[config.mk]
export PLATFORM = sky130hd
export DESIGN_NAME = gf_sqrt_seq_flat
export DESIGN_NICKNAME = d
export VERILOG_FILES = /design/src/rtl/gf_sqrt_seq_if.sv /design/src/rtl/gf_sqrt_seq.sv /design/src/flat_wrapper.sv
export SDC_FILE = /design/constraint.sdc
export NUM_CORES = 1
export LEC_CHECK = 0
export BUFFER_PORTS_ARGS = -buffer_cell sky130_fd_sc_hd__buf_2
export CAP_MARGIN = 10
export CORE_UTILIZATION = 32
export DETAILED_ROUTE_END_ITERATION = 6
export PLACE_DENSITY_LB_ADDON = 0.08
export SYNTH_ARGS = -nofsm -noshare
export SYNTH_HDL_FRONTEND = slang
export SYNTH_SLANG_ARGS = --single-unit
[constraint.sdc]
create_clock -name clk -period 1.4 [get_ports clk]
set_input_delay 0.07 -clock clk [delete_from_list [all_inputs] [get_ports clk]]
set_output_delay 0.07 -clock clk [all_outputs]
set_load 0.01 [all_outputs]
[src/rtl/gf_sqrt_seq_if.sv]
// -----------------------------------------------------------------------------
// gf_sqrt_seq_if
// Handshake bundle for the GF(2^M) sequential square-root unit.
//
// Optional feature macro: GF_SQRT_CHECK_EN (adds chk_err).
//
// Valid/ready semantics (both channels): a transfer happens on a rising clock
// edge where valid and ready are both high. The source holds valid and its
// data stable until that edge; ready may be asserted without valid.
//
// Signals
//   in_valid   upstream -> unit   operand in_a is valid
//   in_ready   unit -> upstream   unit can accept an operand this cycle
//   in_a       upstream -> unit   operand a, polynomial basis (bit i = x^i)
//   out_valid  unit -> downstream out_sqrt is valid
//   out_ready  downstream -> unit result accepted this cycle
//   out_sqrt   unit -> downstream sqrt(a)
//   busy       unit -> observer   high while squaring (RUN)
//   dbg_state  unit -> observer   raw FSM state (0 IDLE, 1 RUN, 2 DONE)
//   chk_err    unit -> observer   self-check flag (GF_SQRT_CHECK_EN only)
// -----------------------------------------------------------------------------
interface gf_sqrt_seq_if #(
   parameter int M = 3
) ();
   logic         in_valid;
   logic         in_ready;
   logic [M-1:0] in_a;
   logic         out_valid;
   logic         out_ready;
   logic [M-1:0] out_sqrt;
   logic         busy;
   logic [1:0]   dbg_state;
`ifdef GF_SQRT_CHECK_EN
   logic         chk_err;
`endif

   modport master (
      output in_valid, in_a, out_ready,
      input  in_ready, out_valid, out_sqrt, busy, dbg_state
`ifdef GF_SQRT_CHECK_EN
      , input chk_err
`endif
   );

   modport slave (
      input  in_valid, in_a, out_ready,
      output in_ready, out_valid, out_sqrt, busy, dbg_state
`ifdef GF_SQRT_CHECK_EN
      , output chk_err
`endif
   );
endinterface

[src/rtl/gf_sqrt_seq.sv]
// -----------------------------------------------------------------------------
// gf_sqrt_seq
// Sequential square root in GF(2^M): sqrt(a) = a^(2^(M-1)), obtained by
// squaring the accepted operand M-1 times, one squaring per clock.
//
// Optional feature macro: GF_SQRT_CHECK_EN
//   When defined, the accepted operand is kept in r_orig and bus.chk_err
//   flags a DONE result whose square does not reproduce it.
//
// Ports
//   clk   rising-edge clock
//   rst   asynchronous, active-high reset
//   bus   gf_sqrt_seq_if.slave : in_valid/in_ready/in_a, out_valid/out_ready/
//         out_sqrt, busy, dbg_state (and chk_err with GF_SQRT_CHECK_EN)
//
// Parameters
//   M     field degree (>= 2)
//   POLY  primitive polynomial including the x^M term, M+1 bits
// -----------------------------------------------------------------------------
module gf_sqrt_seq #(
   parameter int         M    = 3,
   parameter logic [M:0] POLY = 4'b1011
) (
   input  logic         clk,
   input  logic         rst,
   gf_sqrt_seq_if.slave bus
);

   // GF(2^1) has only 0 and 1, and the count of squarings would be zero.
   generate
      if (M < 2) begin : g_bad_m
         $fatal(1, "gf_sqrt_seq: M must be at least 2");
      end
   endgenerate

   localparam int CW = (M > 2) ? $clog2(M) : 1;

   typedef enum logic [1:0] {
      S_IDLE = 2'd0,
      S_RUN  = 2'd1,
      S_DONE = 2'd2
   } state_t;

   state_t          r_state;
   logic [M-1:0]    r_acc;
   logic [CW-1:0]   r_cnt;
   logic            r_out_valid;
   logic            r_busy;
   logic [M-1:0]    w_sq;
   logic            w_in_ready;

   // Squaring in characteristic 2: cross terms vanish, so bit i lands on 2i.
   // The 2M-1 bit result is then reduced from the top bit down.
   function automatic logic [M-1:0] f_sq(input logic [M-1:0] x);
      logic [2*M-2:0] p;
      p = '0;
      for (int i = 0; i < M; i++) begin
         p[2*i] = x[i];
      end
      for (int k = 2*M-2; k >= M; k--) begin
         if (p[k]) begin
            p[k-M +: M+1] = p[k-M +: M+1] ^ POLY;
         end
      end
      return p[M-1:0];
   endfunction

   assign w_sq       = f_sq(r_acc);
   assign w_in_ready = (r_state == S_IDLE) ||
                       ((r_state == S_DONE) && bus.out_ready);

   assign bus.in_ready  = w_in_ready;
   assign bus.out_valid = r_out_valid;
   assign bus.out_sqrt  = r_acc;
   assign bus.busy      = r_busy;
   assign bus.dbg_state = r_state;

`ifdef GF_SQRT_CHECK_EN
   logic [M-1:0] r_orig;

   // In DONE r_acc is the result, so w_sq must equal the original operand.
   assign bus.chk_err = r_out_valid && (w_sq != r_orig);

   always_ff @(posedge clk or posedge rst) begin
      if (rst) begin
         r_orig <= '0;
      end else if (bus.in_valid && w_in_ready) begin
         r_orig <= bus.in_a;
      end
   end
`endif

   always_ff @(posedge clk or posedge rst) begin
      if (rst) begin
         r_state     <= S_IDLE;
         r_acc       <= '0;
         r_cnt       <= '0;
         r_out_valid <= 1'b0;
         r_busy      <= 1'b0;
      end else begin
         case (r_state)
            S_IDLE: begin
               if (bus.in_valid) begin
                  r_acc   <= bus.in_a;
                  r_cnt   <= '0;
                  r_busy  <= 1'b1;
                  r_state <= S_RUN;
               end
            end
            S_RUN: begin
               r_acc <= w_sq;
               r_cnt <= r_cnt + 1'b1;
               // This edge performs squaring number M-1, the last one.
               if (r_cnt == CW'(M-2)) begin
                  r_out_valid <= 1'b1;
                  r_busy      <= 1'b0;
                  r_state     <= S_DONE;
               end
            end
            S_DONE: begin
               if (bus.out_ready) begin
                  r_out_valid <= 1'b0;
                  if (bus.in_valid) begin
                     // Back-to-back: next operand enters as the result leaves.
                     r_acc   <= bus.in_a;
                     r_cnt   <= '0;
                     r_busy  <= 1'b1;
                     r_state <= S_RUN;
                  end else begin
                     r_state <= S_IDLE;
                  end
               end
            end
            default: begin
               r_out_valid <= 1'b0;
               r_busy      <= 1'b0;
               r_state     <= S_IDLE;
            end
         endcase
      end
   end

endmodule
[src/flat_wrapper.sv]
// flat-port wrapper written by rule: the top's interface ports become plain ports
module gf_sqrt_seq_flat 
#(
   parameter int         M    = 3,
   parameter logic [M:0] POLY = 4'b1011
)
  (clk, rst, bus_in_valid, bus_in_a, bus_out_ready, bus_in_ready, bus_out_valid, bus_out_sqrt, bus_busy, bus_dbg_state);
  gf_sqrt_seq_if #(.M(M)) bus_i ();
  input  logic clk;
  input  logic rst;
  input wire logic [$bits(bus_i.in_valid)-1:0] bus_in_valid;
  input wire logic [$bits(bus_i.in_a)-1:0] bus_in_a;
  input wire logic [$bits(bus_i.out_ready)-1:0] bus_out_ready;
  output wire logic [$bits(bus_i.in_ready)-1:0] bus_in_ready;
  output wire logic [$bits(bus_i.out_valid)-1:0] bus_out_valid;
  output wire logic [$bits(bus_i.out_sqrt)-1:0] bus_out_sqrt;
  output wire logic [$bits(bus_i.busy)-1:0] bus_busy;
  output wire logic [$bits(bus_i.dbg_state)-1:0] bus_dbg_state;
  assign bus_i.in_valid = bus_in_valid;
  assign bus_i.in_a = bus_in_a;
  assign bus_i.out_ready = bus_out_ready;
  assign bus_in_ready = bus_i.in_ready;
  assign bus_out_valid = bus_i.out_valid;
  assign bus_out_sqrt = bus_i.out_sqrt;
  assign bus_busy = bus_i.busy;
  assign bus_dbg_state = bus_i.dbg_state;
  gf_sqrt_seq #(.M(M), .POLY(POLY)) u_core (.clk(clk), .rst(rst), .bus(bus_i));
endmodule
# Word-level counts from Yosys, hierarchy flattened
# Cells that the tools add are included.
[totals]
output_inout_bits = 8
wordCells = 46
reg_bits = 9
[op_classes]
n_reduce_logical = 9
n_addsub = 1
n_bitwise = 3
muxes = 20
eq_ne = 7
[op_table]
columns = ["operator", "count"]
rows = [
  ["2-bit 2-to-1 mux", 7],
  ["2-bit case mux with 3 select lines", 2],
  ["3-bit case mux with 3 select lines", 1],
  ["3-bit AND reduction", 3],
  ["1-bit 2-to-1 mux", 6],
  ["3-bit 2-to-1 mux", 2],
  ["1-bit case mux with 3 select lines", 2],
  ["2-bit by 1-bit == test with 1-bit output, second input constant", 2],
  ["2-bit by 1-bit != test with 1-bit output, second input constant", 2],
  ["2-bit != test, second input constant", 2],
  ["2-bit inverter", 2],
  ["2-bit AND reduction", 2],
  ["3-bit nonzero test", 1],
  ["2-bit by 1-bit adder with 2-bit output, second input constant", 1],
  ["2-bit == test, second input constant", 1],
  ["2-bit logical NOT", 1],
  ["1-bit logical AND", 1],
  ["1-bit logical OR", 1],
  ["1-bit inverter", 1],
]

# Logic depth before layout (Yosys ltp)
[depth]
depth_word = 5
mapped_depth = 4
mapped_depth_nobuf = 4

# Worst setup path before layout
# No wires, ideal clock.
[synth_path]
kind = "reg2reg"
startpoint = "reg u_core.r_state[1], in the netlist u_core.bus.dbg_state[1]"
endpoint = "reg u_core.r_cnt[0]"
t_arrival_ns = 0.952
setup_time_ns = 0.130
path_stages_with_launch = 5
setup_slack_ns = 0.318
required_time_ns = 1.270
synth_period_minus_slack_ns = 1.082
path_cell_list = "dfrtp_1 -> nor2b_1 -> buf_4 -> o211ai_1 -> o21ai_0"
[synth_via]
elab_chain_len = 3
[synth_rtl]
columns = ["element", "line", "source"]
rows = [
  ["start: declaration", "gf_sqrt_seq.sv:44", "state_t r_state;"],
  ["start signal: assignment", "gf_sqrt_seq.sv:95", "r_state <= S_IDLE;"],
  ["start signal: assignment", "gf_sqrt_seq.sv:107", "r_state <= S_RUN;"],
  ["start signal: assignment", "gf_sqrt_seq.sv:117", "r_state <= S_DONE;"],
  ["2-bit == test, or another cell as far along", "gf_sqrt_seq.sv:101", "case (r_state)"],
  ["2-bit != test (no line) or 3-bit nonzero test (tied branches)", "n/a", ""],
  ["2-bit AND reduction (no line)", "n/a", ""],
  ["end signal: assignment", "gf_sqrt_seq.sv:112", "r_cnt <= r_cnt + 1'b1;"],
  ["end: declaration", "gf_sqrt_seq.sv:46", "logic [CW-1:0] r_cnt;"],
]
# Parallel ways exist; a longest one is shown, timed or not.
# A chain may end at the register's enable or synchronous reset.

# Final worst setup path
[layout_path]
startpoint = "reg u_core.r_state[1], in the netlist u_core.bus.dbg_state[1]"
endpoint = "out bus_in_ready"
[layout_via]
elab_chain_len = 3
[layout_rtl]
columns = ["element", "line", "source"]
rows = [
  ["2-bit == test", "gf_sqrt_seq.sv:70", "((r_state == S_DONE) && bus.out_ready);"],
  ["1-bit logical AND", "gf_sqrt_seq.sv:70", ""],
  ["1-bit logical OR (*)", "gf_sqrt_seq.sv:69", "assign w_in_ready = (r_state == S_IDLE) ||"],
  ["end: declaration", "flat_wrapper.sv:14", "output wire logic [$bits(bus_i.in_ready)-1:0] bus_in_ready;"],
]
# Every way passes the cells marked *; elsewhere a longest branch is shown, timed or not.

==> results by group <==
Run status
  – Outcome: completed

Timing
  – RSZ-0062 raised after global routing: no
  – Setup violators final: 0
  – Slew @ Worst Pin: 0.372 ns
  – Setup TNS: 0 ns
  – Relative slew slack: 0.752
  – Fmax: 799 MHz
  – Final hold violations: 0
  – Setup Skew: 0.000959 ns
  – Setup ws final: 0.149 ns
  – Final slew viol count: 0
  – Fin crit share: 0.894
  – Minimum clock period: 1.25 ns

Layout
  – Nets: 72
  – Post-Layout Inst Area: 562 sq um
  – Multi-input gate area: 196 sq um
  – Register area: 225 sq um
  – Fill cell count: 143
  – Layout cells sized above 1: 0.349
  – Non-filler instance count after layout: 78
  – N_diodes: 0
  – Area delta synth->final: 26.1%

Power and ir drop
  – Static leakage: 0.000269 uW
  – Peak VDD IR: 0.990 mV
  – Pwr dens: 2260 nW/um^2

CTS
  – CTS Sinks: 9
  – Number of H-tree levels: 1
  – Clock latency at the later pin of the worst-skew pair: 0.26 ns
  – TritonCTS clock tree: built
  – Postcts setup bufs: 0
  – Clock buffer depth: 2
  – Clock Pin Slew Worst Setup and Hold Paths: 0.06 ns
  – CTS buffer count: 3
  – Root buf cell: clkbuf_4

Global routing
  – Global-route wire length before repair: 1.52 mm
  – GRT overflow: 0
  – Vias in the first global route: 367
  – Gr usage total: 0.158
  – Initial antenna violation count: 0
  – Largest net degree at the start of global routing: 11

Place
  – Area after DPL: 523 sq um
  – Dpl cells: 73
  – Number of buffers added on ports: 14
  – RePlAce Congestion: 0.658
  – Post-place setup slack: 0.119 ns
  – DP Wirelength: 732 um

Setup path
  – Slowest cell on crit path: dfrtp_1
  – Critical-path cell list: nor2b_2, nor2_1, buf_2
  – FF-to-FF setup slack: 0.24 ns
  – Worst setup EP type: output pin
  – CP max stage delay: 0.36 ns
  – Crit start category: register
  – Critical Path RT: 1.33 ns
  – Worst reg2reg endpoint: u_core.r_cnt[0]$_DFFE_PP0P_
  – Setup CP Type: register to output pin
  – Crit Reg-Reg Startpoint: u_core.bus.dbg_state[0]$_DFFE_PP0P_
  – Arr. time, crit path: 1.18 ns
  – Worst-path fanout max: 8
  – Reg2Reg Depth: 3

Synth
  – Syn Area/Cell: 9.90 sq um
  – Syn nets: 53
  – Synth area leader: dfrtp_1
  – Yosys cell types: 21
  – Area share of the largest cell type after synthesis: 0.506
  – Synth Register Bits: 9
  – Mapped Area: 445 sq um
  – Synth Instances: 45
  – Ranking of synthesized cells by area: dfrtp_1 51%, o21ai_0 5.6%, o21ai_2 3.9%
  – Yosys warns: 0
  – Register area share after synthesis: 0.506

Floorplan
  – Site row count: 13
  – Die area: 1550 sq um
  – Die width: 39.3 um
  – I/O Pins: 15
  – Die Height: 39.3 um
  – Starting Density: 0.342
  – Core area: 1300 sq um

Detailed routing
  – Post-route ant nets: 0
  – WL/cell: 12.3 um
  – Drt total wl: 958 um
  – Number of DRC markers in iteration 0: 5
  – Vias/cell: 4.88
  – DR DRC count: 0
  – Via Count: 381
  – DRT Pass-1 Iters: 3

Worst hold path
  – WHS Endpoint: u_core.bus.out_sqrt[0]$_DFFE_PP0P_
  – Hold Crit Depth: 3
  – Worst hold path startpoint: bus_in_a[0]
  – Hold crit path type: primary input to register

Run
  – Max Cap Viol: 0
critical path, delay by kind of cell, from the launching register on:
| kind | cells | cell delay [ns] |
|---|---|---|
| buffers and inverters | 1 | 0.14 |
| flip-flops | 1 | 0.36 |
| AND/OR/NAND/NOR | 2 | 0.42 |
through the flow:
| stage | power (uW) | hold slack, ns | utilization |
|---|---|---|---|
| 2_1_floorplan | 900 | -0.102 | - |
| 3_3_place_gp | 1060 | 0.0588 | 0.402 |
| 3_5_place_dp | 1080 | 0.0662 | 0.402 |
| 4_1_cts | 1290 | 0.0435 | 0.432 |
| 5_1_grt | 1380 | 0.0524 | 0.432 |
| 6_report | 1270 | 0.0466 | 0.432 |
layout by cell type, fill, tap and decap left out:
cell type      synthesis  final
o211ai_1               1      1
o31ai_1                1      1
o22ai_1                2      2
or2b_1                 1      1
nand3b_1               1      1
inv_1                  2      2
nand3_1                2      2
nand2b_2               1      1
dlygate4sd3_1          0      1
o21ai_2                2      2
a31oi_1                2      2
buf_2                  0     14
ha_1                   1      1
nand2b_1               1      1
a21o_1                 1      1
dfrtp_1                9      9
nand2_1                4      4
nor2_1                 4      4
buf_4                  1      1
nor2b_2                0      1
clkbuf_1               0      1
o21ai_0                5      5
xor2_1                 1      1
nor2b_1                2      1
clkbuf_4               0      3
synth_stat cells, drive strengths merged:
library cell and number:
nor2b 2, nand2b 2, dfrtp 9, nand2 4, o31ai 1, o22ai 2
nand3 2, o211ai 1, xor2 1, buf 2, nand3b 1, a21o 1
inv 2, nor2 4, or2b 1, ha 1, o21ai 7, a31oi 2
power by group:
part	switching (uW)	internal [uW]
clock network	93.2	110
logic	316	260
registers	104	388
repair_timing:
item / 4_1_cts / 5_1_grt
setup endpoints to repair: 1 / 0
gates resized for setup: 1 / 0
hold buffers: 1 / 0
hold endpoints to repair: 9 / 0
metal layers:
layer / up-vias / share of wire / global-route usage
li1: 196 / - / -
met1: 174 / 0.47 / 0.176
met2: 9 / 0.48 / 0.254
met3: 2 / 0.043 / 0.0511
met4: 0 / 0.0084 / 0.103
met5: - / 0 / 0
flip-flops by register name, indices dropped and copies added, names as in the netlist:
signal,count
u_core.bus.out_valid,1
u_core.bus.busy,1
u_core.bus.out_sqrt,3
u_core.bus.dbg_state,2
u_core.r_cnt,2
logic make-up (layout without fill, tap and decap cells):
logic type | after synthesis | after routing | synth area share
and+or+nand+nor | 16 | 16 | 0.185
AOI/OAI and AO/OA | 14 | 14 | 0.202
DFF | 9 | 9 | 0.506
buffers and inverters | 4 | 22 | 0.0590
adders and majority gates | 1 | 1 | 0.0281
xor gates and xnor gates | 1 | 1 | 0.0197
worst max path at each step:
stage	from	slack, ns	to	cells after the start
after global routing	u_core.bus.dbg_state[1]$_DFFE_PP0P_	0.06	bus_in_ready	3
after detailed placement	u_core.bus.dbg_state[1]$_DFFE_PP0P_	0.12	u_core.bus.busy$_DFFE_PP0P_	3
final	u_core.bus.dbg_state[1]$_DFFE_PP0P_	0.15	bus_in_ready	3
after CTS	u_core.bus.dbg_state[1]$_DFFE_PP0P_	0.14	bus_in_ready	3
after global placement	u_core.bus.dbg_state[1]$_DFFE_PP0P_	0.17	u_core.bus.busy$_DFFE_PP0P_	3
after floorplan	u_core.bus.dbg_state[1]$_DFFE_PP0P_	0.32	u_core.r_cnt[0]$_DFFE_PP0P_	4
cell type report:
type,count,area share
clock buffers,4,0.0468
flip-flops and latches,9,0.401
well taps,15,0.0334
repair buffers,16,0.156
multi-input cells,32,0.350
inverters,2,0.0134
No activity file was read; power rests on OpenSTA's default activity.
